File: config.mk
export PLATFORM = sky130hd
export DESIGN_NAME = ctrl_capture_seq
export DESIGN_NICKNAME = d
export VERILOG_FILES = /design/src/rtl/cam_pkg.sv /design/src/rtl/ctrl_phase_timer.sv /design/src/rtl/ctrl_capture_seq.sv
export SDC_FILE = /design/constraint.sdc
export NUM_CORES = 1
export LEC_CHECK = 0
export ABC_CLOCK_PERIOD_IN_PS = 2200
export CORE_MARGIN = 2
export CORE_UTILIZATION = 45
export CTS_CLUSTER_SIZE = 16
export DETAILED_ROUTE_END_ITERATION = 8
export GPL_ROUTABILITY_DRIVEN = 0
export HOLD_SLACK_MARGIN = 0.02
export PLACE_DENSITY = 0.69
export SYNTH_ARGS = -nofsm -noshare
export SYNTH_HDL_FRONTEND = slang
export SYNTH_SLANG_ARGS = --single-unit
File: constraint.sdc
create_clock -name i_clk -period 2.2 [get_ports i_clk]
set_input_delay 0.33 -clock i_clk [delete_from_list [all_inputs] [get_ports i_clk]]
set_output_delay 0.33 -clock i_clk [all_outputs]
set_load 0.02 [all_outputs]
File: src/rtl/cam_pkg.sv
// Shared camera constants, capture-sequencer state encoding and the exposure clamp.
package cam_pkg;

  localparam int EX_W           = 5;
  localparam int EX_MIN         = 2;
  localparam int EX_MAX         = 30;
  localparam int EX_DEFAULT     = 15;
  localparam int ERASE_CYC      = 2;
  localparam int RD_ROWS        = 2;
  localparam int RD_CYC_PER_ROW = 2;

  typedef enum logic [2:0] {
    ST_IDLE,
    ST_ERASE,
    ST_EXPOSE,
    ST_RD1_A,
    ST_RD1_B,
    ST_RD2_A,
    ST_RD2_B
  } cap_state_t;

  function automatic int unsigned clamp_ex(input int unsigned v,
                                           input int unsigned lo,
                                           input int unsigned hi);
    if (v < lo)      return lo;
    else if (v > hi) return hi;
    else             return v;
  endfunction

endpackage

File: src/rtl/ctrl_phase_timer.sv
// Loadable down-counter timing the ERASE and EXPOSE phases; o_last flags the final cycle.
module ctrl_phase_timer #(
  parameter int EX_W = 5
) (
  input  logic            i_clk,
  input  logic            i_rst_n,
  input  logic            i_load,
  input  logic [EX_W-1:0] i_load_val,
  output logic            o_last
);

  logic [EX_W-1:0] r_count;

  // Parks at zero once drained so it can never wrap.
  always_ff @(posedge i_clk or negedge i_rst_n) begin
    if (!i_rst_n) begin
      r_count <= '0;
    end else if (i_load) begin
      r_count <= i_load_val;
    end else if (r_count != '0) begin
      r_count <= r_count - 1'b1;
    end
  end

  assign o_last = (r_count == EX_W'(1));

endmodule

File: src/rtl/ctrl_capture_seq.sv
// Capture sequencer: erase / expose / two-row readout for the pixel array.
// All outputs are registered and depend on the state only.
module ctrl_capture_seq
  import cam_pkg::*;
#(
  parameter int EX_W_P      = EX_W,
  parameter int EX_MIN_P    = EX_MIN,
  parameter int EX_MAX_P    = EX_MAX,
  parameter int ERASE_CYC_P = ERASE_CYC
) (
  input  logic              i_clk,
  input  logic              i_rst_n,
  input  logic              i_init,
  input  logic              i_exposure,
  input  logic [EX_W_P-1:0] i_ex_time,
  output logic              o_erase,
  output logic              o_expose,
  output logic              o_nre_1,
  output logic              o_nre_2,
  output logic              o_adc,
  output logic              o_busy,
  output logic              o_done
);

  cap_state_t        r_state;
  logic              r_erase;
  logic              r_expose;
  logic              r_nre_1;
  logic              r_nre_2;
  logic              r_adc;
  logic              r_busy;
  logic              r_done;

  logic              w_load;
  logic              w_last;
  logic [EX_W_P-1:0] w_ex_clamped;
  logic [EX_W_P-1:0] w_load_val;

  assign w_ex_clamped = EX_W_P'(clamp_ex(32'(i_ex_time), EX_MIN_P, EX_MAX_P));
  // The timer load doubles as the exposure latch: later ex_time changes are not seen.
  assign w_load       = (r_state == ST_IDLE) && (i_init || i_exposure);
  assign w_load_val   = i_init ? EX_W_P'(ERASE_CYC_P) : w_ex_clamped;

  ctrl_phase_timer #(
    .EX_W (EX_W_P)
  ) u_timer (
    .i_clk      (i_clk),
    .i_rst_n    (i_rst_n),
    .i_load     (w_load),
    .i_load_val (w_load_val),
    .o_last     (w_last)
  );

  always_ff @(posedge i_clk or negedge i_rst_n) begin
    if (!i_rst_n) begin
      r_state  <= ST_IDLE;
      r_erase  <= 1'b0;
      r_expose <= 1'b0;
      r_nre_1  <= 1'b1;
      r_nre_2  <= 1'b1;
      r_adc    <= 1'b0;
      r_busy   <= 1'b0;
      r_done   <= 1'b0;
    end else begin
      r_erase  <= 1'b0;
      r_expose <= 1'b0;
      r_nre_1  <= 1'b1;
      r_nre_2  <= 1'b1;
      r_adc    <= 1'b0;
      r_busy   <= 1'b1;
      r_done   <= 1'b0;
      case (r_state)
        ST_IDLE: begin
          if (i_init) begin
            r_state <= ST_ERASE;
            r_erase <= 1'b1;
          end else if (i_exposure) begin
            r_state  <= ST_EXPOSE;
            r_expose <= 1'b1;
          end else begin
            r_busy <= 1'b0;
          end
        end
        ST_ERASE: begin
          if (w_last) begin
            r_state <= ST_IDLE;
            r_busy  <= 1'b0;
          end else begin
            r_erase <= 1'b1;
          end
        end
        ST_EXPOSE: begin
          if (w_last) begin
            r_state <= ST_RD1_A;
            r_nre_1 <= 1'b0;
          end else begin
            r_expose <= 1'b1;
          end
        end
        ST_RD1_A: begin
          r_state <= ST_RD1_B;
          r_nre_1 <= 1'b0;
          r_adc   <= 1'b1;
        end
        ST_RD1_B: begin
          r_state <= ST_RD2_A;
          r_nre_2 <= 1'b0;
        end
        ST_RD2_A: begin
          r_state <= ST_RD2_B;
          r_nre_2 <= 1'b0;
          r_adc   <= 1'b1;
        end
        ST_RD2_B: begin
          r_state <= ST_IDLE;
          r_busy  <= 1'b0;
          r_done  <= 1'b1;
        end
        default: begin
          r_state <= ST_IDLE;
          r_busy  <= 1'b0;
        end
      endcase
    end
  end

  assign o_erase  = r_erase;
  assign o_expose = r_expose;
  assign o_nre_1  = r_nre_1;
  assign o_nre_2  = r_nre_2;
  assign o_adc    = r_adc;
  assign o_busy   = r_busy;
  assign o_done   = r_done;

endmodule

==> flow_summary.toml, run 1 <==
[status]
status = "complete, no violations"

[timing]
hold_viol_final = 0
tightest_slew_ps = 648
min_period_over_period = 0.795
post-route-min-period_ps = 1750
relSlewSlack = 0.567
fin_setup_tns_ps = 0
rsz0062_at_grt = "no"
fin_skew_ps = 4.75
final-setup-viol-count = 0
max_freq_mhz = 572
drv_slew = 0

[clock_tree]
hold_buffers = 0
cts_tree = "built"
clk_pin_slew_ps = 90
ctsRootBufferMaster = "clkbuf_4"
clock_path_buffers = 2
cts_made_buffers = 3
cts_sinks = 15
clk_latency_ps = 280
cts_resized = 0
post_cts_buffers = 0
htree_levels = 1

[logic_synthesis]
synth-simple-area-share = 0.249
synth_top_family_by_area = "simple AND/OR/NAND/NOR gates"
muxShareOfSynthArea = 0.0225
yosysTopAreaCellShare = 0.345
syn_inst = 97
synth_xor_area_frac = 0.00928
synth_area_leaders = "dfrtp_1, ha_1, dfstp_2"
synthAdderAreaFrac = 0.0796
ys_ff_latch = 15
syn_nets = 112
synth_ff_type = "dfrtp_1"
yosys-top-cells-count = "dfrtp_1, nor2_1, ha_1, o21ai_1, nor3_1"
synth.distinct_cells = 40
async_flop_share = 1.00
synth_largest_area_cell = "dfrtp_1"
netlist_area_um2 = 943
synth.most_common_cell = "dfrtp_1"
synth_edf_count = 0
synth.yosys.warnings = 0
synth_compound_area_frac = 0.178
avgSynthCellArea_um2 = 9.73
ys_seq_area_frac = 0.401

[layout]
seq_area_um2 = 378
syn_to_final_growth_pct = 18.6
nets = 127
fin_area_um2 = 1120
antenna_cells = 0
fillers = 182
drive_gt1_frac = 0.135
multi_input_area_um2 = 508

[global_route]
antenna_found_initial = 0
grt_max_degree = 17
grt_pass1_vias = 674
grt_overflow = 0
track_usage = 0.166
grt_first_pass_wirelength_mm = 3.05

[detailed_routing]
wl_per_cell_um = 13.3
vias_per_cell = 5.58
antenna_left = 0
drc_errors = 0
postRouteWirelength_mm = 1.84
dr.pass1.iters = 4
drt_iter0_markers = 19
vias = 770

[pwr]
leakage_nw = 0.452
p_per_area_nw_per_um2 = 1210
peakVddDrop_uv = 564

[place]
placed_area_um2 = 1090
portBuffers = 15
hpwl_mm = 1.42

[die]
coreArea_um2 = 1960
num_rows = 16
pin_count = 16
die_h_um = 49.8
die_x_um = 49.8
dieArea_um2 = 2480
start_util = 0.481

[critical_path]
crit_chain = "clkdlybuf4s50_1"
worstPathArrival_ps = 1420
setup.worst_path.start_class = "flop"
cp_slowest_cell = "clkdlybuf4s50_1"
cp-end-kind = "output pin"
path_max_fanout = 1
cp.buffers_inverters = 1
required_ps = 1870
worst_path_largest_cell_delay_ps = 610
cp_top_family = "buffers and inverters"
path_class = "flop to output pin"

[job]
cap_violations = 0

[hold_path]
hp-class = "input pin to async pin"
[flip-flops by register name (all words and copies together), names as in the netlist]
signal,flops
u_timer.r_count,5
r_state,3
o_adc,1
o_busy,1
o_done,1
o_erase,1
o_expose,1
o_nre_1,1
o_nre_2,1
[metal layers]
layer | vias up | track usage | routed length (um)
li1 | 381 | - | -
met1 | 361 | 0.225 | 882
met2 | 24 | 0.253 | 832
met3 | 4 | 0.0303 | 90
met4 | 0 | 0.0833 | 34
met5 | - | 0 | 0
[final timing paths]
check	slack [ps]	cells past startpoint	endpoint	startpoint
max	450	1	o_nre_2	o_nre_2$_DFF_PN1_
min	440	1	o_busy$_DFF_PN0_	i_rst_n
max reg2reg	480	6	r_state[2]$_DFFE_PN0P_	r_state[1]$_DFFE_PN0P_
min reg2reg	690	1	o_expose$_DFF_PN0_	r_state[2]$_DFFE_PN0P_
max in group asynchronous	1340	1	u_timer.r_count[2]$_DFFE_PN0P_	i_rst_n
min in group i_clk	650	3	u_timer.r_count[0]$_DFFE_PN0P_	i_ex_time[0]
[per-stage QoR]
stage / worst slack [ps] / hold slack (ps) / cells / power (mW) / util
2_1_floorplan: 667 / 34.4 / 97 / 1.03 / -
3_3_place_gp: 518 / 675 / 134 / 1.18 / 0.557
3_5_place_dp: 516 / 662 / 134 / 1.20 / 0.557
4_1_cts: 445 / 471 / 138 / 1.36 / 0.570
5_1_grt: 331 / 529 / 138 / 1.47 / 0.570
6_report: 451 / 443 / 138 / 1.35 / 0.570
[layout by cell type (no fill, tap or decap), types with 2 or more instances in the layout]
master           instances
nor2b_1                  2
dfstp_2                  2
o21a_1                   2
nand2_1                  4
inv_1                    3
nand4_1                  3
o21ai_0                  2
inv_2                    3
a31oi_1                  2
nor4b_2                  2
clkbuf_4                 3
ha_1                     6
o21ai_1                  6
clkdlybuf4s50_1         15
o31a_1                   2
nor3_1                   5
nor2_1                   9
o31ai_1                  2
o22ai_1                  2
dfrtp_1                 13
a21oi_1                  4
[layout make-up]
class                           count  area share
Multi-Input combinational cell     71       0.454
Sequential cell                    15       0.338
Timing Repair Buffer               15       0.134
Tap cell                           27      0.0302
Clock buffer                        4      0.0235
Inverter                            6      0.0201
[kinds of logic (layout without fill, tap and decap cells)]
group	Yosys count	after routing
buf+inv	11	25
fa+ha+maj	6	6
simple gates	36	36
mux	2	2
compound gates	26	26
flops	15	15
xor+xnor	1	1
[where the power goes]
part | leakage (nW) | switching (mW) | internal, mW
clock network | 0.0150 | 0.0849 | 0.0703
registers | 0.185 | 0.127 | 0.378
logic | 0.252 | 0.360 | 0.332
total | 0.452 | 0.571 | 0.781
(Power assumes the default switching activity.)
==> run 2: changes to the inputs <==
Settings changed: ABC_CLOCK_PERIOD_IN_PS 2200 to 1550, PLACE_DENSITY 0.69 to 0.72.
Clock period 2.2 ns to 1.55 ns, I/O delays scaled along.
==> run 2 against run 1 <==
The flow now finishes with violations (negative setup slack). Clock skew shrank 2.8 ps. Die area unchanged. Sequential cell count unchanged. Setup slack worse by 490 ps. Register-to-register slack got worse by 520 ps. First-iteration DRC count up 5.3%. Core utilization up 9.2 points. Hold slack worse by 210 ps. Largest cell class unchanged.
==> flow_summary.toml, run 2 (synthesized netlist as in run 1, its figures left out) <==
[timing]
relSlewSlack = 0.710
hold_viol_final = 0
tightest_slew_ps = 435
rsz0062_at_grt = "yes"
min_period_over_period = 1.03
hold_slack_ps = 233
final-setup-viol-count = 1
max_freq_mhz = 628
fin_skew_ps = 1.91
drv_slew = 0
post-route-min-period_ps = 1590
fin_ws_ps = -41.7

[detailed_routing]
drc_errors = 0
vias_per_cell = 5.53
dr.pass1.iters = 4
postRouteWirelength_mm = 2.11
drt_iter0_markers = 20
antenna_left = 0
wl_per_cell_um = 13.6
vias = 857

[critical_path]
setup.worst_path.start_class = "flop"
path_class = "flop to flop"
path_max_fanout = 4
cp-end-kind = "flop"
worst_r2r_path_depth = 6
worstPathArrival_ps = 1780
required_ps = 1740

[clock_tree]
htree_levels = 1
clock_path_buffers = 2
hold_buffers = 0
clk_pin_slew_ps = 90
cts_tree = "built"
clk_latency_ps = 300
ctsRootBufferMaster = "clkbuf_4"
cts_made_buffers = 3
cts_sinks = 15

[layout]
antenna_cells = 0
largestRegisters = "u_timer.r_count: 5 flops, r_state: 3 flops"
regMostFlops = "u_timer.r_count"
nets = 144
largest_reg_flops = 5
syn_to_final_growth_pct = 37.8
final_common_cell = "buf_4"
drive_gt1_frac = 0.328
fin_cells = 155
layout_common_cells = "buf_4, clkdlybuf4s50_1, dfrtp_1"
fin_util = 0.663

[pwr]
peakVddDrop_uv = 869
p_per_area_nw_per_um2 = 1740
leakage_nw = 0.541

[die]
dieArea_um2 = 2480
die_x_um = 49.8
die_h_um = 49.8
pin_count = 16
num_rows = 16
coreArea_um2 = 1960
start_util = 0.481

[global_route]
track_usage = 0.201
grt_overflow = 0
grt_max_degree = 16
grt_first_pass_wirelength_mm = 3.84
grt_pass1_vias = 838
antenna_found_initial = 0

[place]
portBuffers = 15
hpwl_mm = 1.55
place_inst = 148

[hold_path]
hp-class = "input pin to async pin"

[status]
violations = "negative setup slack"
status = "finished with violations"

[job]
cap_violations = 0
-- run 2: cell types whose count changed in the layout (fill, tap and decap cells not counted), sizes merged --
cell,change
buf,+17
clkbuf,-1
clkdlybuf4s50,-2
clkinv,+1
dlygate4sd2,+2
-- run 2: layout make-up --
cell class	instances	area (um^2)
tap	27	33.8
sequential	15	379
clock inverter	1	5.00
inverter	6	22.5
multi-input combinational	71	562
timing repair buffer	32	275
fill	162	662
clock buffer	3	22.5
-- run 2: power breakdown --
part	switching, mW	leakage, nW	total (mW)	internal, mW
combinational	0.681	0.340	1.37	0.691
sequential	0.122	0.183	0.660	0.538
clock	0.136	0.0177	0.233	0.0964
total	0.939	0.541	2.26	1.33
-- run 2: worst max-delay path, stage by stage (launching register included) --
cell,delay (ps)
dfrtp_1,380
buf_4,130
ha_4,120
or4b_4,490
o21a_1,210
nor2_2,70
o31ai_1,70
-- run 2: repair_timing --
action | CTS | global route
gates resized for setup | 5 | 9
pin swaps | 0 | 4
endpoints found under the setup margin | 5 | 7
setup buffers | 1 | 2
-- run 2: path summary, 6_finish.rpt --
check / slack (ps) / startpoint / endpoint
worst max register to register: -40 / u_timer.r_count[0]$_DFFE_PN0P_ / r_state[1]$_DFFE_PN0P_
worst min-delay path: 230 / i_rst_n / u_timer.r_count[3]$_DFFE_PN0P_
worst max-delay path: -40 / u_timer.r_count[0]$_DFFE_PN0P_ / r_state[1]$_DFFE_PN0P_
max in group asynchronous: 1080 / i_rst_n / o_nre_2$_DFF_PN1_
min in group i_clk: 530 / i_ex_time[0] / u_timer.r_count[0]$_DFFE_PN0P_
worst min register to register: 560 / r_state[2]$_DFFE_PN0P_ / o_expose$_DFF_PN0_
-- run 2: through the flow --
step	area, um^2	TNS, ps	setup slack (ps)	power (mW)
after floorplan	943	0	16.9	1.46
after global placement	1200	0	6.90	1.83
after detailed placement	1200	-80.9	-42.1	1.86
after CTS	1240	-6.37	-6.37	2.13
after global routing	1300	-427	-113	2.46
final	1300	-41.7	-41.7	2.26
-- run 2: layer usage --
metal	global-route usage	part of all wire	vias up
met5	0	0	-
met4	0.0694	0.011	0
met3	0.0485	0.058	2
met2	0.302	0.47	27
met1	0.280	0.46	409
li1	-	-	419
